<file path="config.mk">
export PLATFORM = sky130hd
export DESIGN_NAME = fetch_unit
export DESIGN_NICKNAME = d
export VERILOG_FILES = /design/src/rtl/fetch_unit_pkg.sv /design/src/rtl/fetch_unit_fifo.sv /design/src/rtl/fetch_unit.sv
export SDC_FILE = /design/constraint.sdc
export NUM_CORES = 1
export LEC_CHECK = 0
export ABC_AREA = 1
export BUFFER_PORTS_ARGS = -buffer_cell sky130_fd_sc_hd__clkbuf_2
export CORE_ASPECT_RATIO = 0.9
export CORE_MARGIN = 1.5
export CORE_UTILIZATION = 39
export CTS_BUF_LIST = sky130_fd_sc_hd__clkbuf_2
export DETAILED_ROUTE_END_ITERATION = 7
export PLACE_DENSITY = 0.6
export SETUP_SLACK_MARGIN = 0.02
export SYNTH_ARGS = -nofsm -noshare
export SYNTH_HDL_FRONTEND = slang
export SYNTH_SLANG_ARGS = --single-unit
</file>
<file path="constraint.sdc">
create_clock -name clk -period 6.5 [get_ports clk]
set_input_delay 1.3 -clock clk [delete_from_list [all_inputs] [get_ports clk]]
set_output_delay 1.3 -clock clk [all_outputs]
set_load 0.01 [all_outputs]
</file>
<file path="src/rtl/fetch_unit_pkg.sv">
// fetch_unit_pkg: shared types and constants for the instruction fetch front end
package fetch_unit_pkg;
    typedef logic [31:0] int32_t;
    typedef int32_t addr_t;
    typedef logic [31:0] inst_t;
    typedef enum logic [1:0] {REQ, WAIT, DRAIN} fetch_state_e;
    localparam int unsigned INST_BYTES = 4;
endpackage

</file>
<file path="src/rtl/fetch_unit_fifo.sv">
// fetch_fifo: synchronous {pc, inst} buffer; flush wins over push, output zeroed when empty
module fetch_fifo
    import fetch_unit_pkg::*;
#(
    parameter int DEPTH = 2,
    localparam int PW = (DEPTH > 1) ? $clog2(DEPTH) : 1,
    localparam int CW = $clog2(DEPTH + 1)
) (
    input  logic          clk,
    input  logic          rst,
    input  logic          i_push,
    input  logic [31:0]   i_pc,
    input  logic [31:0]   i_data,
    input  logic          i_pop,
    input  logic          i_flush,
    output logic          o_empty,
    output logic [CW-1:0] o_count,
    output logic [31:0]   o_pc,
    output logic [31:0]   o_data
);
    addr_t         r_pc_mem   [DEPTH];
    inst_t         r_data_mem [DEPTH];
    logic [PW-1:0] r_wr, r_rd;
    logic [CW-1:0] r_count;
    logic          w_push, w_pop;

    function automatic logic [PW-1:0] nxt(input logic [PW-1:0] p);
        return (p == PW'(DEPTH - 1)) ? '0 : p + 1'b1;
    endfunction

    assign w_pop   = i_pop && (r_count != '0);
    assign w_push  = i_push && ((r_count < CW'(DEPTH)) || w_pop);
    assign o_empty = (r_count == '0);
    assign o_count = r_count;
    assign o_pc    = o_empty ? '0 : r_pc_mem[r_rd];
    assign o_data  = o_empty ? '0 : r_data_mem[r_rd];

    always_ff @(posedge clk) begin
        if (!rst || i_flush) begin
            r_wr    <= '0;
            r_rd    <= '0;
            r_count <= '0;
        end else begin
            r_wr    <= w_push ? nxt(r_wr) : r_wr;
            r_rd    <= w_pop ? nxt(r_rd) : r_rd;
            r_count <= r_count + CW'(w_push) - CW'(w_pop);
        end
    end

    always_ff @(posedge clk) begin
        if (w_push) begin
            r_pc_mem[r_wr]   <= i_pc;
            r_data_mem[r_wr] <= i_data;
        end
    end
endmodule

</file>
<file path="src/rtl/fetch_unit.sv">
// fetch_unit: single-outstanding instruction fetch with buffered decode handshake.
// FETCH_ALIGN_CHECK_EN enables the misaligned-redirect fault; otherwise fault is 0.
module fetch_unit
    import fetch_unit_pkg::*;
#(
    parameter int          DEPTH    = 2,
    parameter logic [31:0] RESET_PC = 32'h0000_0000
) (
    input  logic        clk,
    input  logic        rst,
    input  logic        i_redirect_valid,
    input  logic [31:0] i_redirect_pc,
    output logic        o_mem_req_valid,
    input  logic        i_mem_req_ready,
    output logic [31:0] o_mem_req_addr,
    input  logic        i_mem_rsp_valid,
    input  logic [31:0] i_mem_rsp_data,
    output logic        o_inst_valid,
    input  logic        i_inst_ready,
    output logic [31:0] o_inst_pc,
    output logic [31:0] o_inst_data,
    output logic        o_fault
);
    localparam int CW = $clog2(DEPTH + 1);

    fetch_state_e  r_state, w_state_nxt;
    addr_t         r_fetch_pc, w_pc_nxt, w_redir_pc;
    logic          r_run, w_fault, w_accept, w_push, w_empty;
    logic [CW-1:0] w_count;

    assign w_redir_pc      = i_redirect_pc & ~addr_t'(INST_BYTES - 1);
    // r_run keeps requests off through the reset cycle using registered state only
    assign o_mem_req_valid = r_run && (r_state == REQ) && (w_count < CW'(DEPTH)) && !w_fault;
    assign o_mem_req_addr  = r_fetch_pc;
    assign w_accept        = o_mem_req_valid && i_mem_req_ready;
    assign w_push          = !i_redirect_valid && (r_state == WAIT) && i_mem_rsp_valid;
    assign o_inst_valid    = !w_empty;
    assign o_fault         = w_fault;

    fetch_fifo #(.DEPTH(DEPTH)) u_fifo (
        .clk     (clk),
        .rst     (rst),
        .i_push  (w_push),
        .i_pc    (r_fetch_pc - addr_t'(INST_BYTES)),
        .i_data  (i_mem_rsp_data),
        .i_pop   (o_inst_valid && i_inst_ready),
        .i_flush (i_redirect_valid),
        .o_empty (w_empty),
        .o_count (w_count),
        .o_pc    (o_inst_pc),
        .o_data  (o_inst_data)
    );

    always_comb begin
        w_state_nxt = r_state;
        w_pc_nxt    = r_fetch_pc;
        if (i_redirect_valid) begin
            w_pc_nxt    = w_redir_pc;
            w_state_nxt = (w_accept || (r_state != REQ && !i_mem_rsp_valid)) ? DRAIN : REQ;
        end else if (r_state == REQ) begin
            w_state_nxt = w_accept ? WAIT : REQ;
            w_pc_nxt    = w_accept ? r_fetch_pc + addr_t'(INST_BYTES) : r_fetch_pc;
        end else begin
            w_state_nxt = i_mem_rsp_valid ? REQ : r_state;
        end
    end

    always_ff @(posedge clk) begin
        if (!rst) begin
            r_state    <= REQ;
            r_fetch_pc <= RESET_PC & ~addr_t'(INST_BYTES - 1);
            r_run      <= 1'b0;
        end else begin
            r_state    <= w_state_nxt;
            r_fetch_pc <= w_pc_nxt;
            r_run      <= 1'b1;
        end
    end

`ifdef FETCH_ALIGN_CHECK_EN
    logic r_fault;

    always_ff @(posedge clk) begin
        if (!rst) begin
            r_fault <= 1'b0;
        end else if (i_redirect_valid) begin
            r_fault <= (i_redirect_pc[1:0] != 2'b00);
        end
    end

    assign w_fault = r_fault;
`else
    assign w_fault = 1'b0;
`endif
endmodule

</file>
==> impl_metrics.tcl <==
set metrics [dict create \
    fin_crit_sh 0.615 \
    yosysWarnings 0 \
    fin_nets 1090 \
    relSlewSlack 0.281 \
    ys_ff_latch 162 \
    nFillCells 1974 \
    place_congestion 0.857 \
    worstSkewPairLatency_ns 0.70 \
    ir_drop_uv 86.8 \
    die_x_um 153 \
    synthAdderAreaFrac 0.00638 \
    fmax_mhz 250 \
    ys_seq_area_frac 0.571 \
    synthMuxAreaShare 0 \
    cts_root_buffer "clkbuf_2" \
    grt_pass1_vias 5830 \
    synthArstFlopShare 0 \
    post-dp-hpwl_mm 13.2 \
    num_vias 6259 \
    drtIter0Drc 364 \
    syn_to_final_growth_pct 15.4 \
    synth-main-ff-cell "edfxtp_1" \
    syn_inst 869 \
    hold_viol 0 \
    drt_first_pass_iters 5 \
    grt_max_degree 65 \
    worst_pin_slew_ns 1.08 \
    synth_edf_count 124 \
    skew_ns 0.0277 \
    clk_pin_slew_ns 0.23 \
    ctsHoldBuffers 0 \
    cts.sinks 162 \
    numPortBuffers 161 \
    postCtsSetupBuffers 0 \
    drv_slew 0 \
    cp.required_ns 5.20 \
    die_h_um 138 \
    maxCapViolations 0 \
    ant_nets 0 \
    numCtsBuffers 17 \
    synth_area_sq_um 7850 \
    wirelength_mm 19.5 \
    p_per_area_nw_per_um2 204 \
    power.leakage_nw 3.78 \
    grtUsageTotal 0.187 \
    cp_max_fo 63 \
    fin_cells 1285 \
    overflow 0 \
    hold_class "reg -> reg" \
    status "complete, no violations" \
    start_kind "register" \
    rows 49 \
    setup_tns_ns 0 \
    cts.htree.levels 4 \
    core_sq_um 19900 \
    min_period_ns 4.00 \
    io_pins 169 \
    drc_errors 0 \
    clock_path_buffers 2 \
    crit_arrival_ns 2.70 \
    final_cell_mix "nand2_1 (267), clkbuf_2 (179), edfxtp_1 (124), a21oi_1 (83), inv_1 (71)" \
    synth_compound_area_frac 0.0795 \
    start_util 0.395 \
    setup.worst_path.end_class "output pin" \
    grt_pass1_wl_mm 30.5 \
    worstSetupPathType "reg -> out" \
    post_drt_wl_per_cell_um 15.2 \
    cts_resized 0 \
    cts_tree "yes" \
    die_area_sq_um 21000 \
    setup_viol_count_final 0 \
    synth_top_family_by_area "simple AND/OR/NAND/NOR gates" \
    synth_xor_area_frac 0.0400 \
    synth_cell_types 41 \
    antenna_found_initial 1 \
    via_per_inst 4.87 \
    layout_commonest_cell "nand2_1" \
    drive_gt1_frac 0.235 \
    synth_simple_gate_area_frac 0.241 \
    rsz0062_at_grt "false" \
    placedCellCount 1252 \
    syn_avg_cell_area_sq_um 9.03 \
]
==> final cells by class <==
| class | instances | area [sq um] | share of cell area |
|---|---|---|---|
| Multi-Input combinational cell | 594 | 2920 | 0.322 |
| Clock buffer | 18 | 90.1 | 0.00994 |
| Antenna cell | 1 | 2.50 | 0.000276 |
| Clock inverter | 14 | 119 | 0.0131 |
| Tap cell | 255 | 319 | 0.0352 |
| Timing Repair Buffer | 166 | 843 | 0.0931 |
| Sequential cell | 162 | 4490 | 0.495 |
| Inverter | 75 | 282 | 0.0311 |
==> cell usage after synthesis (all sizes together) (2+ instances only) <==
library cell / count / area [sq um]
nor3b: 3 / 22.5
and2: 2 / 12.5
a21oi: 84 / 424
dfxtp: 38 / 761
xor2: 32 / 288
nand2: 278 / 1080
o21ai: 26 / 130
ha: 4 / 50.1
clkbuf: 24 / 91.3
buf: 18 / 109
nand4: 10 / 77.6
or2: 3 / 18.8
nor3: 4 / 20.0
nand3: 33 / 165
a31oi: 7 / 43.8
xnor2: 3 / 26.3
nor2: 93 / 465
inv: 74 / 278
edfxtp: 124 / 3720
nand3b: 3 / 22.5
==> through the flow <==
stage	setup slack (ns)	total power, mW	utilization	instance area, sq um	hold slack, ns
2_1_floorplan	1.61	1.30	-	7870	0.517
6_report	2.50	1.85	0.456	9060	0.561
3_3_place_gp	2.97	1.37	0.446	8850	0.522
3_5_place_dp	2.88	1.37	0.446	8850	0.534
5_1_grt	2.09	1.93	0.456	9060	0.586
4_1_cts	2.33	1.87	0.456	9060	0.560
==> cells by family after synthesis <==
kind of cell             Yosys count
flip-flops                       162
buffers and inverters            117
adder cells (fa/ha/maj)            4
XOR/XNOR                          35
AO/OA/AOI/OAI                    120
AND/OR/NAND/NOR                  430
other                              1
==> final timing paths <==
| kind | slack [ns] | startpoint | depth (start not counted) | endpoint |
|---|---|---|---|---|
| setup / recovery | 2.50 | register | 6 | o_inst_pc[18] |
| hold / removal | 0.56 | o_mem_req_addr[2] | 2 | o_mem_req_addr[2] |
| setup reg to reg | 4.33 | u_fifo.o_count[0] | 8 | u_fifo.o_count[1] |
| hold reg to reg | 0.56 | o_mem_req_addr[2] | 2 | o_mem_req_addr[2] |
==> layer usage <==
metal | share of wire | track usage | vias up
met1 | 0.46 | 0.252 | 2871
met4 | 0.013 | 0.0545 | 0
met3 | 0.068 | 0.0437 | 16
met2 | 0.46 | 0.304 | 237
met5 | 0 | 0 | -
li1 | - | - | 3135
==> critical path, cell delays in order, from the launching register on <==
cell	delay (ns)
dfxtp_2	0.35
buf_4	0.32
inv_2	0.38
buf_4	0.49
nand2_1	0.09
a21oi_1	0.17
clkbuf_2	0.19
==> state kept, by name, summed over array words and instances (netlist names), named ones only <==
name               cells
r_state                2
u_fifo.r_wr            1
u_fifo.r_pc_mem       60
o_mem_req_addr        30
u_fifo.r_rd            1
u_fifo.o_count         2
r_run                  1
u_fifo.r_data_mem     64
==> where the power goes <==
part,total [mW],leakage [nW],switching (mW),internal [mW]
logic,0.182,2.22,0.116,0.0663
registers,1.17,1.43,0.0302,1.14
clock network,0.498,0.130,0.383,0.115
Power figures use the tool's default switching activity.
